**src/rtl/sawtooth.sv**
```systemverilog
// Free-running ramp generator: rising saw, falling saw or triangle with a
// rate divider and a one-cycle wrap pulse at each period boundary.
module sawtooth #(
    parameter int WIDTH        = 8,
    parameter int DIV          = 1,
    parameter int STEP_DEFAULT = 1
) (
    input  logic             clk,
    input  logic             rst,
    input  logic             en,
    input  logic [1:0]       mode,
    input  logic             step_sel,
    input  logic [WIDTH-1:0] step,
    output logic [WIDTH-1:0] waveform,
    output logic             wrap
);

    localparam logic [15:0]      DIV_LAST = 16'(DIV - 1);
    localparam logic [WIDTH-1:0] MAX_VAL  = {WIDTH{1'b1}};

    logic [WIDTH-1:0] r_waveform;
    logic             r_wrap;
    logic [15:0]      r_div_cnt;
    logic             r_dir_down;
    logic             r_was_tri;

    logic [WIDTH-1:0] w_s;
    logic [WIDTH:0]   w_sum;
    logic [WIDTH:0]   w_diff;
    logic             w_tick;
    logic             w_is_tri;
    logic             w_tri_down;
    logic [WIDTH-1:0] w_next;
    logic             w_next_wrap;
    logic             w_next_dir_down;

    // Next ramp value, wrap flag and triangle direction for a tick
    always_comb begin
        w_s        = step_sel ? step : WIDTH'(STEP_DEFAULT);
        w_sum      = {1'b0, r_waveform} + {1'b0, w_s};
        w_diff     = {1'b0, r_waveform} - {1'b0, w_s};
        w_tick     = en && (r_div_cnt == DIV_LAST);
        w_is_tri   = (mode == 2'b10);
        // entering triangle from another mode always starts upward
        w_tri_down = r_was_tri ? r_dir_down : 1'b0;
        w_next          = w_sum[WIDTH-1:0];
        w_next_wrap     = w_sum[WIDTH];
        w_next_dir_down = r_dir_down;
        case (mode)
            2'b01: begin
                w_next      = w_diff[WIDTH-1:0];
                w_next_wrap = w_diff[WIDTH];
            end
            2'b10: begin
                if (!w_tri_down) begin
                    if (w_sum >= {1'b0, MAX_VAL}) begin
                        w_next          = MAX_VAL;
                        w_next_dir_down = 1'b1;
                    end else begin
                        w_next          = w_sum[WIDTH-1:0];
                        w_next_dir_down = 1'b0;
                    end
                    w_next_wrap = 1'b0;
                end else begin
                    // a zero step turns around at the bottom but is not a period
                    if (r_waveform <= w_s) begin
                        w_next          = {WIDTH{1'b0}};
                        w_next_dir_down = 1'b0;
                        w_next_wrap     = (w_s != {WIDTH{1'b0}});
                    end else begin
                        w_next          = w_diff[WIDTH-1:0];
                        w_next_dir_down = 1'b1;
                        w_next_wrap     = 1'b0;
                    end
                end
            end
            default: begin
                w_next      = w_sum[WIDTH-1:0];
                w_next_wrap = w_sum[WIDTH];
            end
        endcase
    end

    // Divider, ramp state and registered wrap pulse
    always_ff @(posedge clk) begin
        if (rst) begin
            r_waveform <= {WIDTH{1'b0}};
            r_wrap     <= 1'b0;
            r_div_cnt  <= 16'd0;
            r_dir_down <= 1'b0;
            r_was_tri  <= 1'b0;
        end else begin
            r_wrap <= 1'b0;
            if (w_tick) begin
                r_div_cnt  <= 16'd0;
                r_waveform <= w_next;
                r_wrap     <= w_next_wrap;
                r_dir_down <= w_next_dir_down;
                r_was_tri  <= w_is_tri;
            end else if (en) begin
                r_div_cnt <= r_div_cnt + 16'd1;
            end else begin
                r_div_cnt <= r_div_cnt;
            end
        end
    end

    assign waveform = r_waveform;
    assign wrap     = r_wrap;

endmodule

```
**config.mk**
```make
export PLATFORM = sky130hd
export DESIGN_NAME = sawtooth
export DESIGN_NICKNAME = d
export VERILOG_FILES = /design/src/rtl/sawtooth.sv
export SDC_FILE = /design/constraint.sdc
export NUM_CORES = 1
export LEC_CHECK = 0
export BUFFER_PORTS_ARGS = -buffer_cell sky130_fd_sc_hd__buf_4
export CAP_MARGIN = 20
export CELL_PAD_IN_SITES_DETAIL_PLACEMENT = 1
export CELL_PAD_IN_SITES_GLOBAL_PLACEMENT = 2
export CORE_MARGIN = 2
export CORE_UTILIZATION = 30
export DETAILED_ROUTE_END_ITERATION = 8
export PLACE_DENSITY_LB_ADDON = 0.12
export SYNTH_ARGS = -nofsm -noshare
export SYNTH_HDL_FRONTEND = slang
export SYNTH_SLANG_ARGS = --single-unit
```
**constraint.sdc**
```tcl
create_clock -name clk -period 3.6 [get_ports clk]
set_input_delay 0.18 -clock clk [delete_from_list [all_inputs] [get_ports clk]]
set_output_delay 0.18 -clock clk [all_outputs]
set_load 0.02 [all_outputs]
```
==> results_dict.tcl, run 1 <==
set metrics [dict create \
    outcome "finished, final reports clean" \
    final_common_cell "nor2_1" \
    overflow 0 \
    rows 32 \
    dpl-instance-area_mm2 0.002502 \
    start_util_pct 30.43 \
    tritoncts "done" \
    drt_first_pass_iters 4 \
    min_path_type "in2reg" \
    drtIter0Drc 79 \
    hold_violations 0 \
    skew_ns 0.001989 \
    avgViaCountPerCell 5.281 \
    tightest_slew_ns 0.5725 \
    required_ns 3.79 \
    clkTransAtPathRegs_ns 0.10 \
    slew_viol_final 0 \
    antenna_cells 0 \
    final_nets 341 \
    cts_sinks 27 \
    leakage_nw 1.083 \
    setup_tns_ns 0 \
    seq_area_frac_synth_pct 23.35 \
    core-area_mm2 0.007607 \
    vias 2144 \
    pre_cts_ws_ns 0.7578 \
    critical_path.top_delay_family "compound AO/OA/AOI/OAI gates" \
    yosysWarnings 0 \
    fmax_ghz 0.3549 \
    fin_cells 406 \
    arrival_ns 3.01 \
    final_cell_mix "34 x nor2_1, 27 x dfxtp_1, 26 x nand2_1" \
    cts_hold_buf 0 \
    cts-resized-gates 0 \
    grt_pass1_vias 2157 \
    end_kind "register" \
    powerDensity_mw_per_mm2 343.9 \
    cp_max_fo 6 \
    grt_max_degree 18 \
    startpoint_type "register" \
    postCtsSetupBuffers 0 \
    area_delta_synth_final_pct 10.22 \
    wl_per_cell_um 17.24 \
    drive_gt1_share_pct 12.17 \
    synth_ff_type "dfxtp_1" \
    die_h_um 91.84 \
    setup_viol 0 \
    synthesis.nets 328 \
    avgSynthCellArea_um2 7.927 \
    gp_congestion 0.7900 \
    maxCapViolations 0 \
    postRouteAntennaNets 0 \
    path_buf_inv 1 \
    remaining_drc_errors 0 \
    dp.cells 402 \
    max-slew-margin-rel_pct 61.60 \
    syn-instance-count 292 \
    syn-cell-area_mm2 0.002315 \
    port_buffers 22 \
    crit_chain "inv_1 -> fa_1 -> o21ba_4 -> nor4_2 -> o31ai_1 -> a2111oi_4 -> a31oi_2 -> o41ai_2" \
    fin_ws_ns 0.7822 \
    gr-usage-all-layers_pct 17.21 \
    grt_setup_unrepaired "no" \
    grt_pass1_wl_um 11590 \
    fp.dieArea_mm2 0.008435 \
    max_stage_delay_ns 0.54 \
    cts_root_buf "clkbuf_8" \
    async_reset_ff_share_pct 0 \
    fin_area_mm2 0.002551 \
    min_period_ns 2.818 \
    peakVddDrop_uv 142.0 \
    hold-worst-slack_ns 0.1454 \
    antenna_found_initial 0 \
    fin_crit_sh_pct 78.27 \
    synth_edf_count 0 \
    dieWidth_um 91.84 \
    synth.distinct_cells 60 \
    clockBufferDepth 2 \
    crit_type "reg2reg" \
    clock_latency_ns 0.28 \
    cts-buffers-inserted 3 \
    htree_levels 1 \
    crit_slowest_cell "fa_1" \
    ios 23 \
    ys_ff_latch 27 \
    hpwl_um 5645 \
    wirelength_um 6998 \
]
-- sequential cells by signal, indices dropped and copies added, names as in the netlist --
signal,cells
r_dir_down,1
r_div_cnt,16
r_was_tri,1
wrap,1
waveform,8
-- per-layer routing --
layer	wire, um	global-route usage, %	vias to the layer above
met2	3023	26.96	41
met1	3705	25.76	1050
met5	0	0	-
met3	238	2.054	2
li1	-	-	1051
met4	30	2.612	0
-- area by class of cell --
class / instances / area (um2)
Multi-Input combinational cell: 230 / 1590
Timing Repair Buffer: 22 / 165.2
Inverter: 21 / 78.83
Clock buffer: 3 / 41.29
Tap cell: 102 / 127.6
Clock inverter: 1 / 7.507
Sequential cell: 27 / 540.5
Fill cell: 952 / 5056
-- stage by stage --
stage / total power [mW] / util (%)
after floorplan: 0.5987 / -
after global placement: 0.6961 / 32.89
after detailed placement: 0.6924 / 32.89
after CTS: 0.8840 / 33.54
after global routing: 0.9352 / 33.54
final: 0.8774 / 33.54
-- report_power, final --
part | total, mW | leakage, nW | switching, mW | internal [mW]
registers | 0.330 | 0.219 | 0.0194 | 0.311
clock network | 0.188 | 0.0217 | 0.109 | 0.0788
logic | 0.360 | 0.842 | 0.222 | 0.138
-- worst reg2reg max path: cells and delay by family (launching register included) --
| kind | cells | cell delay [ns] |
|---|---|---|
| compound gates | 5 | 1.29 |
| fa+ha+maj | 1 | 0.54 |
| flops | 1 | 0.53 |
| simple gates | 1 | 0.25 |
| buf+inv | 1 | 0.11 |
-- logic make-up (layout without fill, tap and decap cells) --
family                   after synthesis  in the layout  synth area share, %
XOR/XNOR                              23             23                8.703
buffers and inverters                 35             47                7.946
adder cells (fa/ha/maj)               22             22                12.54
AND/OR/NAND/NOR                      110            110                23.89
AO/OA/AOI/OAI                         74             74                23.14
multiplexers                           1              1               0.4324
flip-flops                            27             27                23.35
-- cells in the mapped netlist, types with 2 or more instances --
library cell	count	share of area (%)
or4_1	2	0.65
nor4b_1	2	0.76
o21ai_0	13	2.8
dfxtp_1	27	23
o21a_1	3	0.97
nor2_1	34	5.5
and2_1	3	0.81
and4_1	3	1.1
o21ba_2	2	0.86
xor2_1	13	4.9
a31oi_1	6	1.6
nor2b_1	3	0.81
inv_1	21	3.4
fa_1	2	1.7
nand2_1	26	4.2
and3_1	2	0.54
ha_1	20	11
o21bai_1	3	0.97
clkbuf_1	8	1.3
nor4_1	4	1.1
a21o_1	6	1.9
buf_2	2	0.43
a21oi_1	17	3.7
nand4_1	6	1.6
nand3_1	10	2.2
o211ai_1	3	0.97
nor3_1	4	0.86
xnor2_1	10	3.8
a211oi_1	4	1.3
nand2b_1	3	0.81
-- final timing paths --
kind / cells after the start / slack [ns] / from / to
worst min-delay path: 2 / 0.15 / rst / r_was_tri
worst max-delay path: 8 / 0.78 / waveform[1] / r_dir_down
worst min register to register: 2 / 0.50 / r_was_tri / r_was_tri
worst max register to register: 8 / 0.78 / waveform[1] / r_dir_down
(Power assumes the default switching activity.)
==> run 2: changes to the inputs <==
--- a/config.mk
+++ b/config.mk
@@ -5,6 +5,7 @@
 export SDC_FILE = /design/constraint.sdc
 export NUM_CORES = 1
 export LEC_CHECK = 0
+export ABC_AREA = 1
 export BUFFER_PORTS_ARGS = -buffer_cell sky130_fd_sc_hd__buf_4
 export CAP_MARGIN = 20
 export CELL_PAD_IN_SITES_DETAIL_PLACEMENT = 1
==> constraint.sdc (replaced) <==
create_clock -name clk -period 2.95 [get_ports clk]
set_input_delay 0.1475 -clock clk [delete_from_list [all_inputs] [get_ports clk]]
set_output_delay 0.1475 -clock clk [all_outputs]
set_load 0.02 [all_outputs]
==> run 2 against run 1 <==
  * Combinational power grew 8.3%
  * Non-clock buffer count grew 1
  * Sequential power grew 20%
  * Global-route usage grew 1.8 points
  * Maximum frequency grew 18%
  * Clock-buffer cell count is the same
  * Wire length grew 9.8%
  * Largest cell class unchanged
  * Highest routed layer unchanged
==> results_dict.tcl, run 2 <==
set metrics [dict create \
    outcome "finished, final reports clean" \
    end_kind "register" \
    final_cell_mix "91 x nand2_1, 51 x inv_1, 27 x a21oi_1, 27 x dfxtp_1, 26 x nand3_1" \
    antenna_cells 0 \
    setup_tns_ns 0 \
    required_ns 3.15 \
    grt_setup_unrepaired "no" \
    avgViaCountPerCell 4.968 \
    hpwl_um 6333 \
    largest_reg_flops 16 \
    synthSimpleGateAreaFrac_pct 36.69 \
    yosysTopAreaCellShare_pct 22.77 \
    synth_top_cells_by_count "91 x nand2_1, 51 x inv_1, 27 x a21oi_1, 27 x dfxtp_1, 26 x nand3_1" \
    startpoint_type "register" \
    clkTransAtPathRegs_ns 0.12 \
    area_delta_synth_final_pct 12.86 \
    max-slew-margin-rel_pct 58.23 \
    fin_cells 493 \
    setup_viol 0 \
    synthTopCellsByArea "dfxtp_1 23%, nand2_1 14%, ha_1 11%, inv_1 8.1%, a21oi_1 5.7%" \
    start_util_pct 30.88 \
    arrival_ns 2.60 \
    skew_ns 0.009794 \
    drt-met1-wl_um 4227 \
    synth.distinct_cells 42 \
    cp_max_fo 6 \
    synth_area_leader_cell "dfxtp_1" \
    cts_sinks 27 \
    rows 32 \
    topRoutingLayerUsed "met4" \
    grt_pass1_vias 2557 \
    wl_met3_um 202 \
    fp.dieArea_mm2 0.008640 \
    htree_levels 1 \
    ys_ff_latch 27 \
    synth.area.mux_share_pct 0 \
    pre_cts_ws_ns 0.4549 \
    min_path_type "in2reg" \
    final_common_cell "nand2_1" \
    antenna_found_initial 0 \
    powerDensity_mw_per_mm2 383.0 \
    synth_top_family_by_area "simple AND/OR/NAND/NOR gates" \
    synth_xor_area_share_pct 2.583 \
    port_buffers 22 \
    syn-instance-count 371 \
    remaining_drc_errors 0 \
    synth_ff_type "dfxtp_1" \
    async_reset_ff_share_pct 0 \
    clock_latency_ns 0.29 \
    cts-buffers-inserted 3 \
    core-area_mm2 0.007687 \
    vias 2449 \
    yosysWarnings 0 \
    fmax_ghz 0.4170 \
    dr_wl_met2_um 3120 \
    postCtsSetupBuffers 0 \
    drtIter0Drc 69 \
    fin_ws_ns 0.5521 \
    ios 23 \
    dp.cells 489 \
    wl_per_cell_um 15.59 \
    synth_compound_area_share_pct 14.23 \
    synth_fa_ha_area_share_pct 12.23 \
    tightest_slew_ns 0.6208 \
    cts_hold_buf 0 \
    final_nets 428 \
    fin_crit_sh_pct 81.29 \
    hold_violations 0 \
    grt_max_degree 17 \
    crit_type "reg2reg" \
    gr-usage-all-layers_pct 19.03 \
    clockBufferDepth 2 \
    min_period_ns 2.398 \
    slew_viol_final 0 \
    gp_congestion 0.8177 \
    largest_register "r_div_cnt" \
    cts_root_buf "clkbuf_8" \
    dieWidth_um 92.95 \
    die_h_um 92.95 \
    synth.most_common_cell "nand2_1" \
    avgSynthCellArea_um2 6.398 \
    tritoncts "done" \
    grt_pass1_wl_um 12920 \
    synthesis.nets 407 \
    overflow 0 \
    drt_first_pass_iters 4 \
    final_core_util_pct 34.85 \
    drive_gt1_share_pct 13.55 \
    power_mw 1.026 \
    maxCapViolations 0 \
    syn-cell-area_mm2 0.002374 \
    synth_edf_count 0 \
    postRouteAntennaNets 0 \
    peakVddDrop_uv 194.7 \
    seq_area_frac_synth_pct 22.77 \
    wirelength_um 7685 \
    leakage_nw 1.321 \
    cts-resized-gates 0 \
]
==> run 2: cell types whose count changed after synthesis, sizes merged, moves of 4 or more <==
cell / change
clkbuf: -6
nand2: +70
xor2: -8
nand3: +16
nor2: -4
a31oi: -6
xnor2: -8
o21ai: +6
inv: +39
a21oi: +12
nor3: +10
a21o: -5
nand4: +4
==> run 2: logic make-up after synthesis <==
kind of cell | count (synthesis)
AO/OA/AOI/OAI | 60
XOR/XNOR | 7
adder cells (fa/ha/maj) | 22
buffers and inverters | 68
flip-flops | 27
AND/OR/NAND/NOR | 187
==> run 2: final timing paths <==
kind,from,end,slack [ns],cells after the start
setup / recovery,waveform[0],waveform[3],0.55,13
hold / removal,en,r_div_cnt[1],0.14,3
hold reg to reg,r_was_tri,r_was_tri,0.50,1
setup reg to reg,waveform[0],waveform[3],0.55,13
==> run 2: report_power, final <==
group / switching, mW / internal (mW)
clock: 0.143 / 0.0966
sequential: 0.0183 / 0.378
combinational: 0.260 / 0.130
total: 0.422 / 0.604
==> run 2: per-stage QoR <==
step                area, um2  hold WS, ns
floorplan                2374       0.2948
global placement         2630       0.4377
detailed placement       2630       0.4534
CTS                      2679       0.1357
global route             2679       0.1477
finish                   2679       0.1388
==> run 2: area by class of cell <==
| type | instances | area [um2] |
|---|---|---|
| repair buffers | 23 | 172.7 |
| well taps | 102 | 127.6 |
| fillers | 1042 | 5009 |
| flip-flops and latches | 27 | 540.5 |
| clock buffers | 3 | 41.29 |
| clock inverters | 1 | 7.507 |
| multi-input cells | 276 | 1560 |
| inverters | 61 | 229.0 |
==> run 2: critical path, cell delays in order, from the launching register on <==
cell     delay [ns]
dfxtp_1        0.39
ha_1           0.25
inv_1          0.07
fa_1           0.40
xnor2_1        0.37
nor3_1         0.10
nand3_1        0.10
nor2_1         0.05
nand2_2        0.09
nand2_4        0.08
o21ai_1        0.13
nand3_1        0.08
nand2_1        0.14
nand2_1        0.06
==> run 2: routing by layer <==
layer / track usage [%] / vias to the layer above
met5: 0 / -
met3: 2.278 / 11
met4: 4.902 / 0
met2: 28.14 / 31
met1: 28.94 / 1158
li1: - / 1249
==> run 3: changes to the inputs <==
==> constraint.sdc (replaced) <==
create_clock -name clk -period 2.3 [get_ports clk]
set_input_delay 0.115 -clock clk [delete_from_list [all_inputs] [get_ports clk]]
set_output_delay 0.115 -clock clk [all_outputs]
set_load 0.02 [all_outputs]
==> run 3 against run 2 <==
  * Wire length is 2.5% higher
  * Sequential share of layout area is 0.89 points lower
  * Critical path depth stayed put
  * Largest cell class unchanged
  * Non-clock buffer count is 16 higher
==> results_dict.tcl, run 3 (synthesized netlist as in run 2, its figures left out) <==
set metrics [dict create \
    skew_ns 0.01722 \
    start_util_pct 30.88 \
    avgViaCountPerCell 4.888 \
    dieWidth_um 92.95 \
    min_period_ns 2.141 \
    clock_latency_ns 0.29 \
    postRouteAntennaNets 0 \
    gp_congestion 0.8625 \
    wirelength_um 7879 \
    crit_chain "inv_1 -> ha_1 -> inv_1 -> nor4_1 -> nand2_1 -> nand2_2 -> nor2_2 -> nand2_1 -> nand2_1 -> nand2_1 -> nand3_1 -> nand2_1 -> nand2_1" \
    path_buf_inv 2 \
    end_kind "register" \
    min_path_type "in2reg" \
    hold_violations 0 \
    core-area_mm2 0.007687 \
    maxCapViolations 0 \
    wl_per_cell_um 15.48 \
    critical_path.top_delay_family "simple AND/OR/NAND/NOR gates" \
    tritoncts "done" \
    final_common_cell "nand2_1" \
    vias 2488 \
    die_h_um 92.95 \
    powerDensity_mw_per_mm2 482.6 \
    cts_root_buf "clkbuf_8" \
    htree_levels 1 \
    grt_max_degree 17 \
    drt_first_pass_iters 4 \
    rows 32 \
    gr-usage-all-layers_pct 18.82 \
    final_cell_mix "91 x nand2_1, 51 x inv_1, 39 x buf_4" \
    setup_viol 0 \
    leakage_nw 1.396 \
    port_buffers 22 \
    peakVddDrop_uv 240.5 \
    clkTransAtPathRegs_ns 0.12 \
    postCtsSetupBuffers 0 \
    fin_ws_ns 0.1588 \
    required_ns 2.51 \
    cp_max_fo 4 \
    fin_cells 509 \
    startpoint_type "register" \
    crit_path_frequent_cell "nand2_1" \
    tightest_slew_ns 0.6294 \
    slew_viol_final 0 \
    dpl-instance-area_mm2 0.002750 \
    antenna_cells 0 \
    power_mw 1.365 \
    max_stage_delay_ns 0.39 \
    grt_pass1_vias 2501 \
    cts_sinks 27 \
    arrival_ns 2.35 \
    ios 23 \
    cts_hold_buf 0 \
    area_delta_synth_final_pct 19.19 \
    largest_reg_flops 16 \
    clockBufferDepth 2 \
    hpwl_um 6658 \
    dp.cells 505 \
    setup_tns_ns 0 \
    outcome "finished, final reports clean" \
    max-slew-margin-rel_pct 57.66 \
    largest_register "r_div_cnt" \
    drtIter0Drc 67 \
    final_nets 444 \
    overflow 0 \
    fin_crit_sh_pct 93.09 \
    antenna_found_initial 0 \
    pre_cts_ws_ns 0.1022 \
    remaining_drc_errors 0 \
    fmax_ghz 0.4670 \
    fin_area_mm2 0.002829 \
    crit_type "reg2reg" \
    crit_slowest_cell "dfxtp_4" \
    grt_pass1_wl_um 12820 \
    fp.dieArea_mm2 0.008640 \
    cts-buffers-inserted 3 \
    drive_gt1_share_pct 18.92 \
]
run 3: metal layers:
layer / GRT usage, % / share of wire, %
met5: 0 / 0
met1: 28.61 / 55
met2: 28.93 / 42
met4: 2.941 / 0.81
met3: 2.034 / 2.3
run 3: final timing paths:
check / from / endpoint / slack [ns] / cells past startpoint
max: waveform[0] / waveform[3] / 0.16 / 13
min: rst / waveform[2] / 0.1 / 4
max reg2reg: waveform[0] / waveform[3] / 0.16 / 13
min reg2reg: r_was_tri / r_was_tri / 0.50 / 1
run 3: stage by stage:
| step | utilization (%) | hold WS, ns |
|---|---|---|
| after detailed placement | 35.77 | 0.4129 |
| after global routing | 36.80 | 0.09954 |
| after floorplan | - | 0.2623 |
| after global placement | 35.77 | 0.4039 |
| final | 36.80 | 0.09596 |
| after CTS | 36.41 | 0.09893 |
run 3: what timing repair did:
item                                    4_1_cts  5_1_grt
endpoints found under the setup margin        0        9
hold endpoints to repair                      0        0
gates resized for setup                       0        9
run 3: power breakdown:
| group | total [mW] | leakage (nW) | internal [mW] | switching, mW |
|---|---|---|---|---|
| logic | 0.553 | 1.15 | 0.206 | 0.348 |
| registers | 0.505 | 0.220 | 0.485 | 0.0198 |
| clock network | 0.307 | 0.0217 | 0.124 | 0.183 |
| total | 1.37 | 1.40 | 0.814 | 0.551 |
run 3: area by class of cell:
type                            count  area, um2
Clock buffer                        3      41.29
Timing Repair Buffer               39      292.8
Multi-Input combinational cell    276       1585
Fill cell                        1044       4858
Inverter                           61      229.0
Tap cell                          102      127.6
Sequential cell                    27      545.5
Clock inverter                      1      7.507
run 3: worst reg2reg max path, cell delays in order, from the launching register on:
cell and delay [ns]:
dfxtp_4 0.39, inv_1 0.08, ha_1 0.36, inv_1 0.10, nor4_1 0.36, nand2_1 0.18
nand2_2 0.15, nor2_2 0.08, nand2_1 0.08, nand2_1 0.05, nand2_1 0.06, nand3_1 0.07
nand2_1 0.07, nand2_1 0.04
